**src/rtl/cpu_control_unit_pkg.sv**
```systemverilog
// Shared definitions for the mini CPU: instruction field positions, opcodes,
// ALU opcode values (shared with the ALU) and the sequencer state encoding.
package cpu_defs;

   localparam int OPC_HI = 11;
   localparam int OPC_LO = 8;
   localparam int RD_HI  = 7;
   localparam int RD_LO  = 6;
   localparam int RS_HI  = 5;
   localparam int RS_LO  = 4;
   localparam int IMM_HI = 3;
   localparam int IMM_LO = 0;

   // Opcodes 0x0-0x7 go to the ALU with opcode[2:0] as the ALU operation.
   localparam logic [3:0] OP_LDI  = 4'h8;
   localparam logic [3:0] OP_JZ   = 4'h9;
   localparam logic [3:0] OP_JMP  = 4'hA;
   localparam logic [3:0] OP_OUT  = 4'hB;
   localparam logic [3:0] OP_HALT = 4'hF;

   localparam logic [2:0] ALU_ADD = 3'd0;
   localparam logic [2:0] ALU_SUB = 3'd1;
   localparam logic [2:0] ALU_AND = 3'd2;
   localparam logic [2:0] ALU_OR  = 3'd3;
   localparam logic [2:0] ALU_XOR = 3'd4;
   localparam logic [2:0] ALU_NOT = 3'd5;
   localparam logic [2:0] ALU_SHL = 3'd6;
   localparam logic [2:0] ALU_SHR = 3'd7;

   typedef enum logic [2:0] {
      S_FETCH,
      S_DECODE,
      S_EXECUTE,
      S_OUT_WAIT,
      S_HALT
   } state_e;

   function automatic logic is_alu_op(input logic [3:0] opc);
      return ~opc[3];
   endfunction

endpackage

```
**src/rtl/cpu_regfile.sv**
```systemverilog
// Four-entry register file: two asynchronous read ports, one synchronous
// write port, cleared by the asynchronous reset.
module cpu_regfile #(
   parameter int DATA_W = 4
) (
   input  logic              i_clk,
   input  logic              i_rst,
   input  logic              i_we,
   input  logic [1:0]        i_waddr,
   input  logic [DATA_W-1:0] i_wdata,
   input  logic [1:0]        i_raddr_a,
   input  logic [1:0]        i_raddr_b,
   output logic [DATA_W-1:0] o_rdata_a,
   output logic [DATA_W-1:0] o_rdata_b
);
   logic [DATA_W-1:0] r_mem [4];

   always_ff @(posedge i_clk or posedge i_rst) begin
      if (i_rst) begin
         for (int i = 0; i < 4; i++) r_mem[i] <= '0;
      end else if (i_we) begin
         r_mem[i_waddr] <= i_wdata;
      end
   end

   assign o_rdata_a = r_mem[i_raddr_a];
   assign o_rdata_b = r_mem[i_raddr_b];

endmodule

```
**src/rtl/cpu_control_unit.sv**
```systemverilog
// Fetch/decode/execute sequencer for the mini CPU; issues operands to an
// external combinational ALU and owns a ready/valid output port.
//
// state      | meaning
// S_FETCH    | present pc to the instruction ROM
// S_DECODE   | ROM data valid, latch it into ir
// S_EXECUTE  | perform the instruction, advance pc
// S_OUT_WAIT | out_valid high until the consumer accepts out_data
// S_HALT     | stopped until reset
module cpu_control_unit
   import cpu_defs::*;
#(
   parameter int DATA_W = 4,
   parameter int PC_W   = 4
) (
   input  logic                clk,
   input  logic                rst,
   output logic [PC_W-1:0]     imem_addr,
   input  logic [8+DATA_W-1:0] imem_rdata,
   output logic [2:0]          alu_op,
   output logic [DATA_W-1:0]   alu_a,
   output logic [DATA_W-1:0]   alu_b,
   input  logic [DATA_W-1:0]   alu_result,
   input  logic                alu_zero,
   output logic [DATA_W-1:0]   out_data,
   output logic                out_valid,
   input  logic                out_ready,
   output logic                halted
);
   state_e              r_state, w_state_nxt;
   logic [PC_W-1:0]     r_pc, w_pc_nxt;
   logic [8+DATA_W-1:0] r_ir;
   logic                r_zflag, w_zflag_nxt;
   logic [DATA_W-1:0]   r_out_data, w_out_data_nxt;
   logic                w_we;
   logic [DATA_W-1:0]   w_wdata;
   logic [3:0]          w_opc, w_imm;
   logic [1:0]          w_rd, w_rs;

   assign w_opc = r_ir[OPC_HI:OPC_LO];
   assign w_rd  = r_ir[RD_HI:RD_LO];
   assign w_rs  = r_ir[RS_HI:RS_LO];
   assign w_imm = r_ir[IMM_HI:IMM_LO];

   // Port A always reads rd, so it doubles as the OUT source.
   cpu_regfile #(.DATA_W(DATA_W)) u_regfile (
      .i_clk     (clk),
      .i_rst     (rst),
      .i_we      (w_we),
      .i_waddr   (w_rd),
      .i_wdata   (w_wdata),
      .i_raddr_a (w_rd),
      .i_raddr_b (w_rs),
      .o_rdata_a (alu_a),
      .o_rdata_b (alu_b)
   );

   assign alu_op    = w_opc[2:0];
   assign imem_addr = r_pc;
   assign out_data  = r_out_data;
   assign out_valid = (r_state == S_OUT_WAIT);
   assign halted    = (r_state == S_HALT);

   always_ff @(posedge clk or posedge rst) begin
      if (rst) begin
         r_state    <= S_FETCH;
         r_pc       <= '0;
         r_ir       <= '0;
         r_zflag    <= 1'b0;
         r_out_data <= '0;
      end else begin
         r_state    <= w_state_nxt;
         r_pc       <= w_pc_nxt;
         r_zflag    <= w_zflag_nxt;
         r_out_data <= w_out_data_nxt;
         if (r_state == S_DECODE) r_ir <= imem_rdata;
      end
   end

   always_comb begin
      w_state_nxt    = r_state;
      w_pc_nxt       = r_pc;
      w_zflag_nxt    = r_zflag;
      w_out_data_nxt = r_out_data;
      w_we           = 1'b0;
      w_wdata        = alu_result;
      unique case (r_state)
         S_FETCH:  w_state_nxt = S_DECODE;
         S_DECODE: w_state_nxt = S_EXECUTE;
         S_EXECUTE: begin
            w_state_nxt = S_FETCH;
            w_pc_nxt    = r_pc + PC_W'(1);
            if (is_alu_op(w_opc)) begin
               w_we        = 1'b1;
               w_zflag_nxt = alu_zero;
            end else begin
               case (w_opc)
                  OP_LDI: begin
                     w_we    = 1'b1;
                     w_wdata = DATA_W'(w_imm);
                  end
                  OP_JZ:  if (r_zflag) w_pc_nxt = PC_W'(w_imm);
                  OP_JMP: w_pc_nxt = PC_W'(w_imm);
                  OP_OUT: begin
                     // pc advances on the handshake edge instead
                     w_pc_nxt       = r_pc;
                     w_out_data_nxt = alu_a;
                     w_state_nxt    = S_OUT_WAIT;
                  end
                  OP_HALT: w_state_nxt = S_HALT;
                  default: ;
               endcase
            end
         end
         S_OUT_WAIT: begin
            if (out_ready) begin
               w_pc_nxt    = r_pc + PC_W'(1);
               w_state_nxt = S_FETCH;
            end
         end
         S_HALT:  w_state_nxt = S_HALT;
         default: w_state_nxt = S_FETCH;
      endcase
   end

endmodule
```
**config.mk**
```make
export PLATFORM = sky130hd
export DESIGN_NAME = cpu_control_unit
export DESIGN_NICKNAME = d
export VERILOG_FILES = /design/src/rtl/cpu_control_unit_pkg.sv /design/src/rtl/cpu_regfile.sv /design/src/rtl/cpu_control_unit.sv
export SDC_FILE = /design/constraint.sdc
export NUM_CORES = 1
export LEC_CHECK = 0
export CORE_ASPECT_RATIO = 0.7
export CORE_MARGIN = 2
export CORE_UTILIZATION = 31
export DETAILED_ROUTE_END_ITERATION = 8
export GPL_ROUTABILITY_DRIVEN = 0
export PLACE_DENSITY = 0.52
export SLEW_MARGIN = 15
export SYNTH_ARGS = -nofsm -noshare
export SYNTH_HDL_FRONTEND = slang
export SYNTH_SLANG_ARGS = --single-unit
```
**constraint.sdc**
```tcl
create_clock -name clk -period 5.1 [get_ports clk]
set_input_delay 0.51 -clock clk [delete_from_list [all_inputs] [get_ports clk]]
set_output_delay 0.51 -clock clk [all_outputs]
set_load 0.01 [all_outputs]
```
==> impl_results.md <==
* Outcome: complete, no violations
* Area of the multi-input gates at 956 sq um
* FF+latch area at 0.00100 sq mm
* Diode count at 0
* Layout cells sized above 1 at between 30% and 40%
* Post-synth ARST share at 100%
* Die width at 100 um
* Netlist cell types at 38
* Residual DRC count at 0
* Synth area leader: dfrtp_1
* Number of enable flip-flop cells after synthesis at 0
* Largest net degree at the start of global routing at 41
* Commonest non-fill, non-tap cells in the layout: dfrtp_1, clkdlybuf4s50_1, mux2_2
* Post-Syn Instances at 141
* Post-layout min period at 2.53 ns
* Post-route antenna net violation count at 0
* Sequential area share after synthesis at between 40% and 50%
* Data required, critical path at 4.59 ns
* Gr usage total at roughly 14%
* Post-synthesis average cell area at 14.3 sq um
* Nets at approximately 210
* Congestion Overflow GR at 0
* Critical-path top delay cell: dfrtp_1
* Die area at 0.00717 sq mm
* Unrepaired setup endpoints after global routing: no
* Clk slew on worst S/H paths at 0.08 ns
* Largest family of logic cells by synthesized area: multiplexers
* Io pins at 41
* Simple-gate share of the synthesized area at 9.25%
* CP Launch Type: flip-flop
* Pre-antenna DRT Iters at 4
* Worst slew pin tran at 0.683 ns
* Area share of fa/ha/maj cells after synthesis at 0.621%
* Core Rows at 24
* Initial antenna violation count at 0
* Synthesized Nets at 162
* Crit end category: output pin
* CTS tree: built
* Tcrit/Tclk final at 49.6%
* Clock Skew at ~0.0042 ns
* Post-synth top flop: dfrtp_1
* Initial Util at about a third
* Die H at between 70 and 80 um
* Max cap viols at 0
* Vias in the first global route at 1,451
* Final HPWL DP at approximately 3.4 mm
* Slew HR at 54.1%
* Leakage Power at 1.08 nW
* Clock sink total at 40
* # resized after CTS at 0
* # fillers at 590
* Dpl cells at 255
* WP data arrival at roughly 2.0 ns
* Mux cell area share after synthesis at 31.9%
* First-pass GRT wire length at 7.48 mm
* Final Max Tran Viols at 0
* Layout area overhead at 28.5%
* Setup TNS at 0 ns
* FF-to-FF setup slack at 2.95 ns
* Total wire length at 4.64 mm
* Synth top area share at roughly half
* Avg WL per Cell at 17.7 um
* CP bufs+invs at 1
* Clock latency at the later pin of the worst-skew pair at 0.29 ns
* Via density at 5.16
* Synth Cell Area at 0.00201 sq mm
* DRT iter0 DRCs at 25
* Hold crit path type: reg2reg
* # port buffers at 40
* Synth area leaders: dfrtp_1, mux2_2, mux4_2
* # hold bufs at CTS at 0
* Highest Clock Rate at 0.395 GHz
* Clk buf depth at 2
* Setup violators final at 0
* #FFs+latches synth at 40
* XOR/XNOR Fraction of Synth Area at 0%
* Peak VDD IR at between 0.15 and 0.2 mV
* Cells along the critical path: mux4_2, clkdlybuf4s50_1
* CP max FO at 9
* Crit path kind: reg2out
* Via count at 1,353
* Final hold violation count at 0
* Synth warn at 0
* PD cells at 653 mW/mm^2
* Htree depth at 2
* Setup bufs post-CTS at 0
* Cell family with most CP delay: flip-flops
* Core area at 0.00625 sq mm
* Critical Path Max Stage Delay at between 0.6 and 0.7 ns
* Num CTS Buffers at 5
* CTS root buf: clkbuf_8
* Final Non-Filler Cells at 262
* Compound-Gate Fraction of Synth Area at 5.71%
cell usage after synthesis, types with 2 or more instances:
cell,instances
nor2_1,5
a21oi_1,2
nand3_1,2
a22oi_1,2
nand4b_1,2
mux2i_1,3
mux4_2,8
o21ai_0,2
inv_1,6
dfrtp_1,40
clkbuf_1,2
nand2_1,3
mux2_2,33
buf_4,3
nor2b_1,2
mux2_4,4
kinds of logic (layout without fill, tap and decap cells):
kind of cell / count (synthesis) / count (layout)
buffers and inverters: 12 / 55
muxes: 48 / 48
adders and majority gates: 1 / 1
AOI/OAI and AO/OA: 13 / 13
and+or+nand+nor: 27 / 27
DFF: 40 / 40
power by group:
part / internal, W / switching [W]
clock network: 0.000121 / 0.000110
logic: 0.000505 / 0.000302
registers: 0.000472 / 0.000180
metal layers:
layer | vias up | routed length [um] | global-route usage [%]
li1 | 613 | - | -
met1 | 695 | 2300 | 19.2
met2 | 40 | 2070 | 21.2
met3 | 5 | 246 | 4.10
met4 | 0 | 29 | 4.87
met5 | - | 0 | 0
area by class of cell:
cell class	instances	share of cell area, %
clock buffer	7	3.72
inverter	6	0.870
multi-input combinational	89	36.9
sequential	40	38.7
tap	78	3.77
timing repair buffer	42	16.0
sequential cells by signal, summed over array words and instances, names as in the netlist:
name,cells
r_ir,12
r_zflag,1
out_data,4
r_state,3
imem_addr,4
u_regfile.r_mem,16
metrics by stage:
step                      hold slack, ns  power, W  area (sq um)  utilization (%)  setup WS (ns)
after floorplan                    0.481   0.00112          2010                -           3.14
after detailed placement           0.499   0.00147          2490             39.9           2.87
after CTS                          0.517   0.00171          2590             41.4           2.54
after global placement             0.490   0.00144          2490             39.9           2.87
after global routing               0.530   0.00181          2590             41.4           2.49
final                              0.512   0.00169          2590             41.4           2.57
final timing paths:
path	startpoint	to	cells past startpoint
worst max-delay path	r_ir[7]	alu_a[1]	2
worst min-delay path	out_data[1]	out_data[1]	1
worst max register to register	r_state[2]	u_regfile.r_mem[5]	4
worst min register to register	out_data[1]	out_data[1]	1
max in group asynchronous	rst	out_data[1]	3
min in group asynchronous	rst	imem_addr[3]	3
Note: power is estimated with default switching activity, not from simulation.
